[src/rtl/ste_pulse_gen.sv]
// Turns 1-cycle event strobes into fixed-length output pulses with a recovery gap.
// Strobes that arrive while a pulse is running wait in a saturating counter and replay back-to-back.
module ste_pulse_gen #(
    parameter int HIGH_CYC = 4,
    parameter int LOW_CYC  = 2,
    parameter int PEND_W   = 2,
    parameter bit POL      = 1'b1
) (
    input  logic              clk,
    input  logic              reset_i,
    input  logic              trig_i,
    output logic              pulse_o,
    output logic              busy_o,
    output logic [PEND_W-1:0] pend_o,
    output logic              ovf_o
);

    localparam int CNT_MAX = (HIGH_CYC > LOW_CYC) ? HIGH_CYC : LOW_CYC;
    localparam int CNT_W   = $clog2(CNT_MAX + 1);

    localparam logic [CNT_W-1:0]  HIGH_LOAD = CNT_W'(HIGH_CYC - 1);
    localparam logic [CNT_W-1:0]  LOW_LOAD  = CNT_W'((LOW_CYC > 0) ? LOW_CYC - 1 : 0);
    localparam logic [PEND_W-1:0] PEND_MAX  = '1;
    localparam logic              NO_LOW    = (LOW_CYC == 0);

    typedef enum logic [1:0] {
        IDLE = 2'd0,
        HIGH = 2'd1,
        LOW  = 2'd2
    } state_t;

    state_t             state;
    logic [CNT_W-1:0]   cnt;

    logic               cnt_done;
    logic               exiting;
    logic               have_req;
    logic               restart;
    logic               dequeue;
    logic               take_trig;
    logic               enqueue;
    logic [PEND_W-1:0]  pend_next;
    logic               ovf_next;

    // With no recovery phase, the end of HIGH is treated exactly like the end of LOW.
    assign cnt_done  = (cnt == '0);
    assign exiting   = cnt_done && ((state == LOW) || ((state == HIGH) && NO_LOW));
    assign have_req  = (pend_o != '0) || trig_i;
    assign restart   = exiting && have_req;
    assign dequeue   = restart && (pend_o != '0);
    assign take_trig = ((state == IDLE) && trig_i) || (restart && (pend_o == '0) && trig_i);
    assign enqueue   = trig_i && (state != IDLE) && !take_trig;

    always_comb begin
        pend_next = pend_o;
        ovf_next  = 1'b0;
        if (enqueue && !dequeue) begin
            if (pend_o == PEND_MAX) begin
                ovf_next = 1'b1;
            end else begin
                pend_next = pend_o + PEND_W'(1);
            end
        end else if (dequeue && !enqueue) begin
            pend_next = pend_o - PEND_W'(1);
        end
    end

    always_ff @(posedge clk) begin
        if (reset_i) begin
            state   <= IDLE;
            cnt     <= '0;
            pend_o  <= '0;
            pulse_o <= ~POL;
            busy_o  <= 1'b0;
            ovf_o   <= 1'b0;
        end else begin
            pend_o <= pend_next;
            ovf_o  <= ovf_next;
            case (state)
                IDLE: begin
                    if (trig_i) begin
                        state   <= HIGH;
                        cnt     <= HIGH_LOAD;
                        pulse_o <= POL;
                        busy_o  <= 1'b1;
                    end
                end
                HIGH: begin
                    if (!cnt_done) begin
                        cnt <= cnt - CNT_W'(1);
                    end else if (!NO_LOW) begin
                        state   <= LOW;
                        cnt     <= LOW_LOAD;
                        pulse_o <= ~POL;
                    end else if (have_req) begin
                        cnt     <= HIGH_LOAD;
                        pulse_o <= POL;
                    end else begin
                        state   <= IDLE;
                        pulse_o <= ~POL;
                        busy_o  <= 1'b0;
                    end
                end
                LOW: begin
                    if (!cnt_done) begin
                        cnt <= cnt - CNT_W'(1);
                    end else if (have_req) begin
                        state   <= HIGH;
                        cnt     <= HIGH_LOAD;
                        pulse_o <= POL;
                    end else begin
                        state  <= IDLE;
                        busy_o <= 1'b0;
                    end
                end
                default: begin
                    state   <= IDLE;
                    cnt     <= '0;
                    pulse_o <= ~POL;
                    busy_o  <= 1'b0;
                end
            endcase
        end
    end

endmodule
[config.mk]
export PLATFORM = sky130hd
export DESIGN_NAME = ste_pulse_gen
export DESIGN_NICKNAME = d
export VERILOG_FILES = /design/src/rtl/ste_pulse_gen.sv
export SDC_FILE = /design/constraint.sdc
export NUM_CORES = 1
export LEC_CHECK = 0
export ABC_AREA = 1
export ABC_CLOCK_PERIOD_IN_PS = 1250
export BUFFER_PORTS_ARGS = -buffer_cell sky130_fd_sc_hd__buf_2
export CAP_MARGIN = 20
export CELL_PAD_IN_SITES_DETAIL_PLACEMENT = 1
export CELL_PAD_IN_SITES_GLOBAL_PLACEMENT = 2
export CORE_ASPECT_RATIO = 1.2
export CORE_MARGIN = 10
export CORE_UTILIZATION = 26
export CTS_CLUSTER_DIAMETER = 40
export CTS_CLUSTER_SIZE = 40
export DETAILED_ROUTE_END_ITERATION = 10
export PLACE_DENSITY = 0.7
export SYNTH_ARGS = -nofsm -noshare
export SYNTH_HDL_FRONTEND = slang
export SYNTH_SLANG_ARGS = --single-unit
[constraint.sdc]
create_clock -name clk -period 1.25 [get_ports clk]
set_clock_uncertainty 0.15 [all_clocks]
set_input_delay 0.0625 -clock clk [delete_from_list [all_inputs] [get_ports clk]]
set_output_delay 0.0625 -clock clk [all_outputs]
set_load 0.02 [all_outputs]
# Word level (Yosys, flattened, before mapping)
# Index checks and enable logic that the tools add are counted.
dict set report totals {
  reg_bits 10
  in_bits 3
  out_inout_bits 5
  wordCells 70
}
dict set report op_classes {
  add_sub_neg 3
  n_eq_ne 10
  mux 22
  n_bitwise 2
  n_reduce_logical 27
}
# operator count
set ops {}
lappend ops {{2-to-1 mux 2 bit} 6}
lappend ops {{2-to-1 mux 3 bit} 4}
lappend ops {{inequality test 2 bit (second input constant)} 6}
lappend ops {{logical AND 1 bit} 10}
lappend ops {{one-hot mux 3 bit (3 select lines)} 1}
lappend ops {{2-to-1 mux 1 bit} 8}
lappend ops {{AND reduction 4 bit} 2}
lappend ops {{one-hot mux 1 bit (3 select lines)} 2}
lappend ops {{one-hot mux 2 bit (3 select lines)} 1}
lappend ops {{nonzero test 2 bit} 3}
lappend ops {{== test 2 bit (second input constant)} 2}
lappend ops {{logical NOT 2 bit} 2}
lappend ops {{AND reduction 2 bit} 2}
lappend ops {{logical NOT 1 bit} 3}
lappend ops {{logical NOT 3 bit} 1}
lappend ops {{inequality test 3 bit (second input constant)} 1}
lappend ops {{AND reduction 3 bit} 1}
lappend ops {{subtractor 3 x 1 -> 3 bit (second input constant)} 1}
lappend ops {{adder 2 x 1 -> 2 bit (second input constant)} 1}
lappend ops {{== test 2 x 1 -> 1 bit (second input constant)} 1}
lappend ops {{logical OR 1 bit} 2}
lappend ops {{inverter 1 bit} 2}
lappend ops {{OR reduction 2 bit} 1}
lappend ops {{subtractor 2 x 1 -> 2 bit (second input constant)} 1}

# Logic depth before layout (Yosys ltp)
# Gate-level depths: netlist of run 1.
dict set report depth {
  word_depth 12
  mapped_depth 8
  depth_no_buf 8
}

# Worst setup path before layout of run 1
# No wires, ideal clock.
dict set report synth_path {
  path_kind {register to register}
  from {register pend_o[0]}
  to {register pend_o[1]}
  setup_time_ns 0.130
  arrival_time_ns 0.989
  required_time_ns 0.970
  setup_slack_ns -0.019
  path_stages_with_launch 6
  n_path_buf 0
  synth_period_minus_slack_ns 1.269
  path_cell_list {dfxtp_1 -> nor2_1 -> nand2_1 -> nand3_2 -> o21ai_1 -> a21oi_1}
}
dict set report synth_between {
  elab_chain_len 12
  elab_cells_between_ends 23
  cone_classes {2 x add/sub; 2 x eq/ne; 3 x mux; 16 x reduce/logical}
}
# element line_no
set synth_rtl {}
lappend synth_rtl {{start: declaration} 14} ;# output logic [PEND_W-1:0] pend_o,
lappend synth_rtl {{start signal: assignment} 77} ;# pend_o <= pend_next;
lappend synth_rtl {{nonzero test 2 bit} {48, 50}}
lappend synth_rtl {{logical OR 1 bit} 48} ;# assign have_req = (pend_o != '0) || trig_i;
lappend synth_rtl {{logical AND 1 bit} 49} ;# assign restart = exiting && have_req;
lappend synth_rtl {{logical AND 1 bit (2 in series)} 51} ;# assign take_trig = ((state == IDLE) && trig_i) || (restart && (pend_o == '0) && trig_i);
lappend synth_rtl {{logical OR 1 bit} 51}
lappend synth_rtl {{logical NOT 1 bit} 52} ;# assign enqueue = trig_i && (state != IDLE) && !take_trig;
lappend synth_rtl {{logical AND 1 bit} 52}
lappend synth_rtl {{logical NOT 1 bit} 63} ;# end else if (dequeue && !enqueue) begin
lappend synth_rtl {{logical AND 1 bit} 63}
lappend synth_rtl {{nonzero test 2 bit (no source line)} --}
lappend synth_rtl {{AND reduction 2 bit (no source line)} --}
# Several ways; a longest one is shown, not always the timed one. The select of a mux whose other input is x is not followed.
# A chain may end at the register's enable or synchronous reset.

# Worst setup path in the final report of run 1
dict set report layout_path {
  from {register state[1]}
  to {register pend_o[0]}
}
dict set report layout_between {
  elab_chain_len 12
  elab_cells_between_ends 21
  cone_classes {2 x eq/ne; 1 x mux; 18 x reduce/logical}
}
# element line_no
set layout_rtl {}
lappend layout_rtl {{start: declaration} 32} ;# state_t state;
lappend layout_rtl {{start signal: assignment} 70} ;# state <= IDLE;
lappend layout_rtl {{start signal: assignment} 82} ;# state <= HIGH;
lappend layout_rtl {{start signal: assignment} 92} ;# state <= LOW;
lappend layout_rtl {{== test 2 bit} 47} ;# assign exiting = cnt_done && ((state == LOW) || ((state == HIGH) && NO_LOW));
lappend layout_rtl {{logical AND 1 bit} 47}
lappend layout_rtl {{logical AND 1 bit} 49}
lappend layout_rtl {{logical AND 1 bit (2 in series)} 51}
lappend layout_rtl {{logical OR 1 bit} 51}
lappend layout_rtl {{logical NOT 1 bit} 52}
lappend layout_rtl {{logical AND 1 bit} 52}
lappend layout_rtl {{logical NOT 1 bit} 63}
lappend layout_rtl {{logical AND 1 bit} 63}
lappend layout_rtl {{nonzero test 2 bit (no source line)} --}
lappend layout_rtl {{AND reduction 2 bit (no source line)} --}
# Several ways; a longest one is shown, not always the timed one.

==> results by group, run 1 <==
Global routing
  – GRT Residual Overflow: 0
  – First-pass GRT wire length: 2421 um
  – Initial antenna violation count: 0
  – Largest net degree at the start of global routing: 9
  – Vias in the first global route: 558
  – Total GRT Usage: 7.384%

Worst setup path
  – Worst EP arrival: 1.36 ns
  – Startpoint type of the worst setup path: flop
  – Crit end category: flop
  – Critical Path Slowest Stage Cell: dfxtp_4
  – Buf+Inv Stages, Crit Path: 3
  – Cell Chain, Critical Path: inv_4 > nor2_4 > buf_4 > nand3_2 > inv_1 > nand2_1 > a21oi_1
  – CP top delay family: flip-flops
  – Largest stage delay on the critical path: 0.38 ns
  – Critical path type: flop to flop
  – Worst-path maximum fanout: 4
  – Critical path data required time: 1.31 ns

Route
  – # DRC: 0
  – Routed WL: 1488 um
  – DRT iter0 DRCs: 12
  – Via count: 551
  – Vias/cell: 4.630
  – DRT antenna net count: 0
  – WL/cell: 12.50 um
  – Drt first pass iters: 4

Finish
  – Fin cells: 119
  – Share of cells above drive strength 1: 51.52%
  – Commonest cells after routing, fill and taps aside: nand2_1 (17), inv_1 (8), buf_4 (8)
  – Number of diodes: 0
  – Area of the multi-input gates: 350.3 um2
  – Final Util: 39.07%
  – Flip-flop and latch area: 206.4 um2
  – Final nets: 103
  – Fill cells: 261
  – Most common cell after layout, fill and taps aside: nand2_1
  – Area growth syn-to-layout: 46.19%

Clocking
  – Clock slew at reported path FFs: 0.07 ns
  – H-tree depth: 1
  – Clk Latency, worst-skew pair: 0.28 ns
  – Total CTS buffers: 3
  – Clock root cell: clkbuf_4
  – CTS tree: done
  – # clock sinks: 10
  – Clock Tree Buf Depth: 2

Synthesis
  – Synth Warn #: 0
  – Cells after synthesis: 78
  – Synthesized Nets: 81
  – Synthesized area per cell: 6.946 um2
  – Seq/Total Area, Yosys: 36.95%
  – Cell variety after synth: 18
  – FF+latch count, synth: 10
  – Syn Std Cell Area: 541.8 um2

Outcome
  – Violated checks: setup timing
  – Status: finished with violations

Power
  – PwrDens: 1966 nW/um2
  – Total power: 1.557 mW
  – Maximum vdd drop: 0.0008205 V
  – Pleak: 0.3509 nW

STA
  – Sum Neg Setup Slack: -0.2022 ns
  – Period utilisation layout: 104.2%
  – Hold Vio Cnt, Final: 0
  – PnR worst setup slack: -0.05200 ns
  – Smallest hold slack: 0.06222 ns
  – Final Max Tran Viols: 0
  – # setup viols final: 6
  – RSZ-0062 raised after global routing: yes
  – Final min period: 1.302 ns
  – Max Freq: 0.7680 GHz
  – Relative slew slack: 86.58%
  – Worst-Margin Slew: 0.2011 ns

Job
  – Max Cap Violations: 0

Min path
  – Worst min-delay path class: primary input to flop

Floorplan
  – Die area: 4317 um2
  – Die height: 70.01 um
  – Core Area: 2027 um2
  – Site Rows: 18
  – Initial Utilization: 26.73%
  – I/O pins: 8
  – Chip width: 61.67 um

Placement
  – # port buffers: 7
  – DPL Wire Length: 1161 um
  – GP Congestion: 0.7468
  – Cells after DPL: 111
-- cell families after synthesis --
family                 after synthesis  synth area share, %
AO/OA/AOI/OAI                       16                17.78
flip-flops                          10                36.95
buffers and inverters               13                9.006
AND/OR/NAND/NOR                     39                36.26
-- final cells by class --
class | count | share of cell area, %
multi-input cells | 55 | 44.23
flip-flops and latches | 10 | 26.07
repair buffers | 18 | 15.96
inverters | 12 | 6.003
clock buffers | 4 | 4.581
well taps | 20 | 3.160
-- synthesized netlist by cell type --
cell type	instances	area, um2
inv_2	3	11.26
nand2_2	5	31.28
a21oi_1	8	40.04
nor2_4	1	11.26
nand2_1	19	71.32
nor2_2	5	31.28
nand3_1	3	15.01
clkbuf_1	1	3.750
o21ai_0	1	5.000
dfxtp_1	10	200.2
inv_1	9	33.78
o21ai_2	2	17.52
o21ai_1	2	10.01
nand3_2	2	20.02
nor2_1	3	11.26
nor3_1	1	5.000
o211ai_1	2	15.01
a21oi_2	1	8.760
-- tightest hold or removal path, stage by stage --
cell     delay, ns
buf_2         0.09
nand2_1       0.06
nand2_2       0.09
o21ai_2       0.05
nand2_1       0.05
a21oi_1       0.05
-- state kept, by name, summed over array words and instances, names as in the netlist --
name and cells:
busy_o 1, ovf_o 1, pulse_o 1, state 2, cnt 3, pend_o 2
-- worst paths after layout --
check                   startpoint                      to  slack, ns  cells past startpoint
max          state[1]$_SDFFE_PP0P_  pend_o[0]$_SDFFE_PP0P_      -0.05                      7
max reg2reg  state[1]$_SDFFE_PP0P_  pend_o[0]$_SDFFE_PP0P_      -0.05                      7
min                         trig_i  pend_o[0]$_SDFFE_PP0P_       0.06                      6
min reg2reg    cnt[2]$_SDFFE_PP0P_     cnt[2]$_SDFFE_PP0P_       0.31                      2
-- metal layers --
metal,GRT usage (%),part of all wire (%),vias to the layer above
met5,0,0,-
met3,2.893,4.2,4
met2,12.11,53,9
li1,-,-,287
met1,7.724,40,251
met4,3.731,2.8,0
-- stage by stage --
stage / worst slack [ns] / area, um2
2_1_floorplan: 0.03440 / 543.0
3_3_place_gp: -0.01864 / 651.9
3_5_place_dp: -0.04608 / 651.9
4_1_cts: -0.01091 / 693.2
5_1_grt: -0.1413 / 792.0
6_report: -0.05200 / 792.0
-- what timing repair did --
action | in CTS | in global routing
gates resized for setup | 4 | 15
cloned | 0 | 0
pin swaps | 1 | 3
hold endpoints to repair | 7 | 7
endpoints found under the setup margin | 6 | 8
buffers inserted | 0 | 2
-- power breakdown --
part | switching, mW | internal, mW | leakage [nW]
clock | 0.132 | 0.177 | 0.0210
combinational | 0.462 | 0.317 | 0.246
sequential | 0.0733 | 0.396 | 0.0836
total | 0.667 | 0.890 | 0.351
(Power assumes the default switching activity.)
==> run 2: changes to the inputs <==
==> config.mk (replaced) <==
export PLATFORM = sky130hd
export DESIGN_NAME = ste_pulse_gen
export DESIGN_NICKNAME = d
export VERILOG_FILES = /design/src/rtl/ste_pulse_gen.sv
export SDC_FILE = /design/constraint.sdc
export NUM_CORES = 1
export LEC_CHECK = 0
export ABC_CLOCK_PERIOD_IN_PS = 1250
export BUFFER_PORTS_ARGS = -buffer_cell sky130_fd_sc_hd__buf_2
export CELL_PAD_IN_SITES_DETAIL_PLACEMENT = 1
export CELL_PAD_IN_SITES_GLOBAL_PLACEMENT = 2
export CORE_ASPECT_RATIO = 1.2
export CORE_MARGIN = 10
export CORE_UTILIZATION = 28
export CTS_CLUSTER_DIAMETER = 40
export CTS_CLUSTER_SIZE = 40
export DETAILED_ROUTE_END_ITERATION = 10
export PLACE_DENSITY = 0.71
export SYNTH_ARGS = -nofsm -noshare
export SYNTH_HDL_FRONTEND = slang
export SYNTH_SLANG_ARGS = --single-unit
==> run 2 against run 1 <==
  * The run still ends with setup timing left
  * Synthesized cell count did not move
  * Wire length grew 36%
  * Combinational power fell by 14%
  * Final area rose by 16%
  * Die area increased by 2.0%
  * Worst setup slack got worse by 0.18 ns
  * Total power down 12%
  * Clock-buffer cell count stayed put
  * Worst hold slack better by 0.068 ns
  * Clock power fell by 2%
  * Largest cell class unchanged
  * Highest routed layer unchanged
==> results by group, run 2 <==
Finish
  – Flip-flop and latch area: 209.0 um2
  – Max FFs per register: 3
  – Most common cell after layout, fill and taps aside: buf_4
  – Area of the multi-input gates: 390.4 um2
  – Final nets: 110
  – Largest register by flop count: cnt
  – Design area: 920.9 um2
  – Area growth syn-to-layout: 53.33%
  – Top Registers: cnt x3, pend_o x2, state x2
  – Fill cells: 253
  – Commonest cells after routing, fill and taps aside: buf_4 (23), a21oi_1 (13), nor2_1 (7), buf_2 (7)
  – Share of cells above drive strength 1: 50.00%
  – Number of diodes: 0
  – Fin cells: 136

Synthesis
  – Post-synth EDFFs: 0
  – Synthesized area per cell: 7.700 um2
  – Most used DFF post-synth: dfxtp_1
  – Ys async rst share: 0%
  – Syn Std Cell Area: 600.6 um2
  – Yosys top cell area share: 33.33%
  – Top post-synthesis cells by area: dfxtp_1 (33%), a21oi_1 (12%), nor2_1 (5.0%)
  – Count leader, synth: a21oi_1
  – Cell variety after synth: 31
  – Synth Warn #: 0
  – Synthesized Nets: 81
  – Cells after synthesis: 78
  – FF+latch count, synth: 10
  – Commonest cells in the netlist: a21oi_1 (14), dfxtp_1 (10), nor2_1 (8)
  – Synth area leader: dfxtp_1
  – Seq/Total Area, Yosys: 33.33%

Floorplan
  – Chip width: 62.28 um
  – Initial Utilization: 29.30%
  – Core Area: 2049 um2
  – I/O pins: 8
  – Die height: 70.73 um
  – Die area: 4405 um2
  – Site Rows: 18

STA
  – Sum Neg Setup Slack: -1.250 ns
  – Hold Vio Cnt, Final: 0
  – # setup viols final: 9
  – Period utilisation layout: 118.3%
  – RSZ-0062 raised after global routing: yes
  – PnR worst setup slack: -0.2292 ns
  – Final Max Tran Viols: 0
  – Relative slew slack: 80.05%
  – Worst-Margin Slew: 0.2986 ns
  – Smallest hold slack: 0.1300 ns
  – Max Freq: 0.6760 GHz
  – Final min period: 1.479 ns

Worst setup path
  – Critical Path Slowest Stage Cell: or3_4
  – Worst R2R Start: cnt[2]$_SDFFE_PP0P_
  – Worst Setup EP: pend_o[1]$_SDFFE_PP0P_
  – Worst-path maximum fanout: 8
  – R2R setup slack: -0.23 ns
  – Largest stage delay on the critical path: 0.45 ns
  – Startpoint type of the worst setup path: flop
  – Critical path data required time: 1.27 ns
  – Critical path type: flop to flop
  – Worst EP arrival: 1.49 ns
  – Worst reg2reg endpoint: pend_o[1]$_SDFFE_PP0P_
  – CP Launch Point: cnt[2]$_SDFFE_PP0P_
  – Cell Chain, Critical Path: or3_4 > a21oi_2 > nor2_1 > o221a_2
  – Crit end category: flop
  – Worst Reg2Reg Path Length in Cells: 4

Placement
  – # port buffers: 7
  – DPL Wire Length: 1403 um
  – Cells after DPL: 123
  – GP Congestion: 0.7900
  – Post-DP Area: 759.5 um2

Global routing
  – First-pass GRT wire length: 3484 um
  – GRT Residual Overflow: 0
  – Largest net degree at the start of global routing: 17
  – Vias in the first global route: 721
  – Initial antenna violation count: 0
  – Total GRT Usage: 9.370%

Route
  – Routed WL: 2029 um
  – DRT iter0 DRCs: 14
  – # DRC: 0
  – WL/cell: 14.92 um
  – Vias/cell: 4.912
  – Via count: 668
  – DRT antenna net count: 0
  – Drt first pass iters: 4

Outcome
  – Violated checks: setup timing
  – Status: finished with violations

Power
  – Maximum vdd drop: 0.0008304 V
  – Pleak: 0.4116 nW
  – Total power: 1.372 mW
  – PwrDens: 1490 nW/um2

Clocking
  – # clock sinks: 10
  – Clk Latency, worst-skew pair: 0.27 ns
  – Clock slew at reported path FFs: 0.08 ns
  – Total CTS buffers: 3
  – H-tree depth: 1
  – CTS tree: done
  – Clock Tree Buf Depth: 2
  – Clock root cell: clkbuf_4

Min path
  – Worst min-delay path class: primary input to flop

Job
  – Max Cap Violations: 0
-- run 2: changes by cell type after synthesis, sizes merged, moves of 3 or more --
cell	before	now
buf	0	5
nand2	24	5
inv	12	2
nand3	5	1
nor3	1	5
o21ai	5	2
a21oi	9	14
clkbuf	1	4
-- run 2: kinds of logic after synthesis --
logic type,count (synthesis),share of synthesized area [%]
buffers and inverters,11,9.582
flip-flops,10,33.33
XOR/XNOR,1,1.459
AO/OA/AOI/OAI,28,31.25
AND/OR/NAND/NOR,28,24.38
-- run 2: power breakdown --
| part | switching (mW) | total (mW) | internal (mW) |
|---|---|---|---|
| combinational | 0.339 | 0.668 | 0.329 |
| clock | 0.125 | 0.302 | 0.177 |
| sequential | 0.0339 | 0.403 | 0.369 |
-- run 2: worst max-delay path, delay by kind of cell, from the launching register on --
kind	cells	cell delay (ns)
flops	1	0.33
compound gates	2	0.38
simple gates	2	0.51
-- run 2: worst min-delay path by stage --
stage | start | end | cells past startpoint
finish | trig_i | cnt[0]$_SDFFE_PP0P_ | 4
global route | trig_i | cnt[0]$_SDFFE_PP0P_ | 4
CTS | trig_i | cnt[0]$_SDFFE_PP0P_ | 4
detailed placement | reset_i | state[1]$_SDFFE_PP0P_ | 2
global placement | reset_i | busy_o$_SDFFE_PP0P_ | 2
floorplan | trig_i | ovf_o$_SDFF_PP0_ | 3
-- run 2: layout make-up --
type	count	share of cell area [%]
clock buffer	4	3.940
inverter	2	0.8152
multi-input combinational	57	42.39
sequential	10	22.69
tap	30	4.076
timing repair buffer	33	26.09
-- run 2: metrics by stage --
| stage | utilization, % | setup WS [ns] |
|---|---|---|
| floorplan | - | -0.3135 |
| global placement | 37.06 | -0.2193 |
| detailed placement | 37.06 | -0.2520 |
| CTS | 41.09 | -0.2304 |
| global route | 44.93 | -0.2871 |
| finish | 44.93 | -0.2292 |
-- run 2: layer usage --
| layer | up-vias | part of all wire, % | global-route usage [%] |
|---|---|---|---|
| met3 | 2 | 4.2 | 3.465 |
| met2 | 11 | 51 | 15.53 |
| li1 | 334 | - | - |
| met5 | - | 0 | 0 |
| met4 | 0 | 1.0 | 3.234 |
| met1 | 321 | 44 | 10.83 |
-- run 2: timing repair --
item                                    in CTS  in global routing
buffers inserted                             1                  7
pin swaps                                    4                  3
endpoints found under the setup margin      10                 10
resized for setup                            8                  5
endpoints found under the hold margin        5                  0
hold buffers                                 1                  0
==> run 3: changes to the inputs <==
--- a/config.mk
+++ b/config.mk
@@ -6,7 +6,7 @@
 export NUM_CORES = 1
 export LEC_CHECK = 0
 export ABC_CLOCK_PERIOD_IN_PS = 1250
-export BUFFER_PORTS_ARGS = -buffer_cell sky130_fd_sc_hd__buf_2
+export BUFFER_PORTS_ARGS = -buffer_cell sky130_fd_sc_hd__buf_4
 export CELL_PAD_IN_SITES_DETAIL_PLACEMENT = 1
 export CELL_PAD_IN_SITES_GLOBAL_PLACEMENT = 2
 export CORE_ASPECT_RATIO = 1.2
==> constraint.sdc (replaced) <==
create_clock -name clk -period 1.25 [get_ports clk]
set_clock_uncertainty 0.15 [all_clocks]
set_input_delay 0.25 -clock clk [delete_from_list [all_inputs] [get_ports clk]]
set_output_delay 0.25 -clock clk [all_outputs]
set_load 0.02 [all_outputs]
==> run 3 against run 2 <==
  * Cell count decreased by 2.9%
  * Critical path depth increased by 1
  * Combinational power increased by 3%
  * The run still ends with setup timing left
  * Sequential share of layout area decreased by 0.15 points
==> results by group, run 3 (synthesized netlist as in run 2, its figures left out) <==
Clocking
  – Clock Tree Buf Depth: 2
  – CTS tree: done
  – # clock sinks: 10
  – Clock root cell: clkbuf_4
  – Total CTS buffers: 3
  – Clk Latency, worst-skew pair: 0.26 ns
  – H-tree depth: 1
  – Clock slew at reported path FFs: 0.08 ns

STA
  – # setup viols final: 11
  – Period utilisation layout: 120.4%
  – Relative slew slack: 82.63%
  – PnR worst setup slack: -0.2550 ns
  – Worst-Margin Slew: 0.2585 ns
  – Final Max Tran Viols: 0
  – Sum Neg Setup Slack: -1.520 ns
  – Smallest hold slack: 0.06560 ns
  – Max Freq: 0.6645 GHz
  – RSZ-0062 raised after global routing: yes
  – Hold Vio Cnt, Final: 0
  – Final min period: 1.505 ns

Placement
  – DPL Wire Length: 1353 um
  – DP Worst Slack: -0.2831 ns
  – # port buffers: 7
  – GP Congestion: 0.7486

Global routing
  – GRT Residual Overflow: 0
  – Vias in the first global route: 705
  – Total GRT Usage: 9.498%
  – Initial antenna violation count: 0
  – Largest net degree at the start of global routing: 17
  – First-pass GRT wire length: 3553 um

Worst setup path
  – Worst Reg2Reg Path Length in Cells: 5
  – Worst R2R Start: cnt[2]$_SDFFE_PP0P_
  – Worst reg2reg endpoint: pend_o[0]$_SDFFE_PP0P_
  – Critical path data required time: 1.25 ns
  – CP Launch Point: cnt[2]$_SDFFE_PP0P_
  – Worst-path maximum fanout: 4
  – Startpoint type of the worst setup path: flop
  – R2R setup slack: -0.25 ns
  – Crit end category: flop
  – Critical path type: flop to flop
  – Worst EP arrival: 1.50 ns

Finish
  – Top Registers: cnt x3, pend_o x2, state x2
  – Area growth syn-to-layout: 54.37%
  – Largest register by flop count: cnt
  – Fill cells: 246
  – Final nets: 106
  – Number of diodes: 0
  – Final Util: 45.24%
  – Max FFs per register: 3
  – Most common cell after layout, fill and taps aside: buf_4
  – Share of cells above drive strength 1: 50.98%
  – Commonest cells after routing, fill and taps aside: buf_4 (24), a21oi_1 (11), nor2_1 (7)

Route
  – # DRC: 0
  – Routed WL: 2029 um
  – Drt first pass iters: 4
  – WL/cell: 15.37 um
  – Vias/cell: 5.159
  – DRT antenna net count: 0
  – Via count: 681
  – DRT iter0 DRCs: 19

Outcome
  – Status: finished with violations
  – Violated checks: setup timing

Floorplan
  – I/O pins: 8
  – Chip width: 62.28 um
  – Die area: 4405 um2
  – Initial Utilization: 29.30%
  – Core Area: 2049 um2
  – Die height: 70.73 um
  – Site Rows: 18

Min path
  – Hold Path End: cnt[0]$_SDFFE_PP0P_
  – WHS Path Cells: 2
  – Worst min-delay path class: primary input to flop
  – Hold_sp: reset_i

Power
  – Pleak: 0.4002 nW
  – Total power: 1.392 mW
  – PwrDens: 1501 nW/um2
  – Maximum vdd drop: 0.0006318 V

Job
  – Max Cap Violations: 0
-- run 3: cell type report --
cell class	instances	area (um2)	share of cell area [%]
timing repair buffer	29	240.2	25.91
tap	30	37.54	4.049
clock buffer	4	36.28	3.914
inverter	2	7.507	0.8097
multi-input combinational	57	396.6	42.78
sequential	10	209.0	22.54
-- run 3: worst max-delay path by stage --
stage / endpoint / slack (ns) / cells past startpoint
CTS: pend_o[1]$_SDFFE_PP0P_ / -0.23 / 4
finish: pend_o[0]$_SDFFE_PP0P_ / -0.25 / 5
global route: state[0]$_SDFFE_PP0P_ / -0.30 / 3
floorplan: pend_o[1]$_SDFFE_PP0P_ / -0.31 / 6
global placement: pend_o[0]$_SDFFE_PP0P_ / -0.23 / 4
detailed placement: pend_o[0]$_SDFFE_PP0P_ / -0.28 / 4
-- run 3: timing repair --
| item | CTS | global route |
|---|---|---|
| setup buffers | 6 | 1 |
| resized for setup | 14 | 6 |
| endpoints found under the hold margin | 0 | 0 |
| pin swaps | 3 | 4 |
| gates cloned | 0 | 0 |
| endpoints found under the setup margin | 11 | 12 |
| hold buffers | 0 | 0 |
-- run 3: metal layers --
metal | part of all wire (%) | GRT usage, % | vias to the layer above
li1 | - | - | 331
met1 | 43 | 11.55 | 341
met2 | 54 | 16.44 | 7
met3 | 2.7 | 1.732 | 2
met4 | 0.64 | 2.985 | 0
met5 | 0 | 0 | -
-- run 3: metrics by stage --
| stage | cell area, um2 | instances |
|---|---|---|
| floorplan | 628.1 | 78 |
| global placement | 769.5 | 122 |
| detailed placement | 769.5 | 122 |
| CTS | 900.9 | 131 |
| global route | 927.1 | 132 |
| finish | 927.1 | 132 |
-- run 3: critical path, stage by stage (launching register included) --
cell,delay (ns)
dfxtp_2,0.34
nor3_1,0.26
buf_4,0.19
nand3_1,0.13
o211ai_1,0.23
a211oi_1,0.08
-- run 3: power by group --
group	total (mW)	switching, mW	internal [mW]
sequential	0.409	0.0406	0.369
clock	0.296	0.119	0.177
combinational	0.687	0.339	0.348
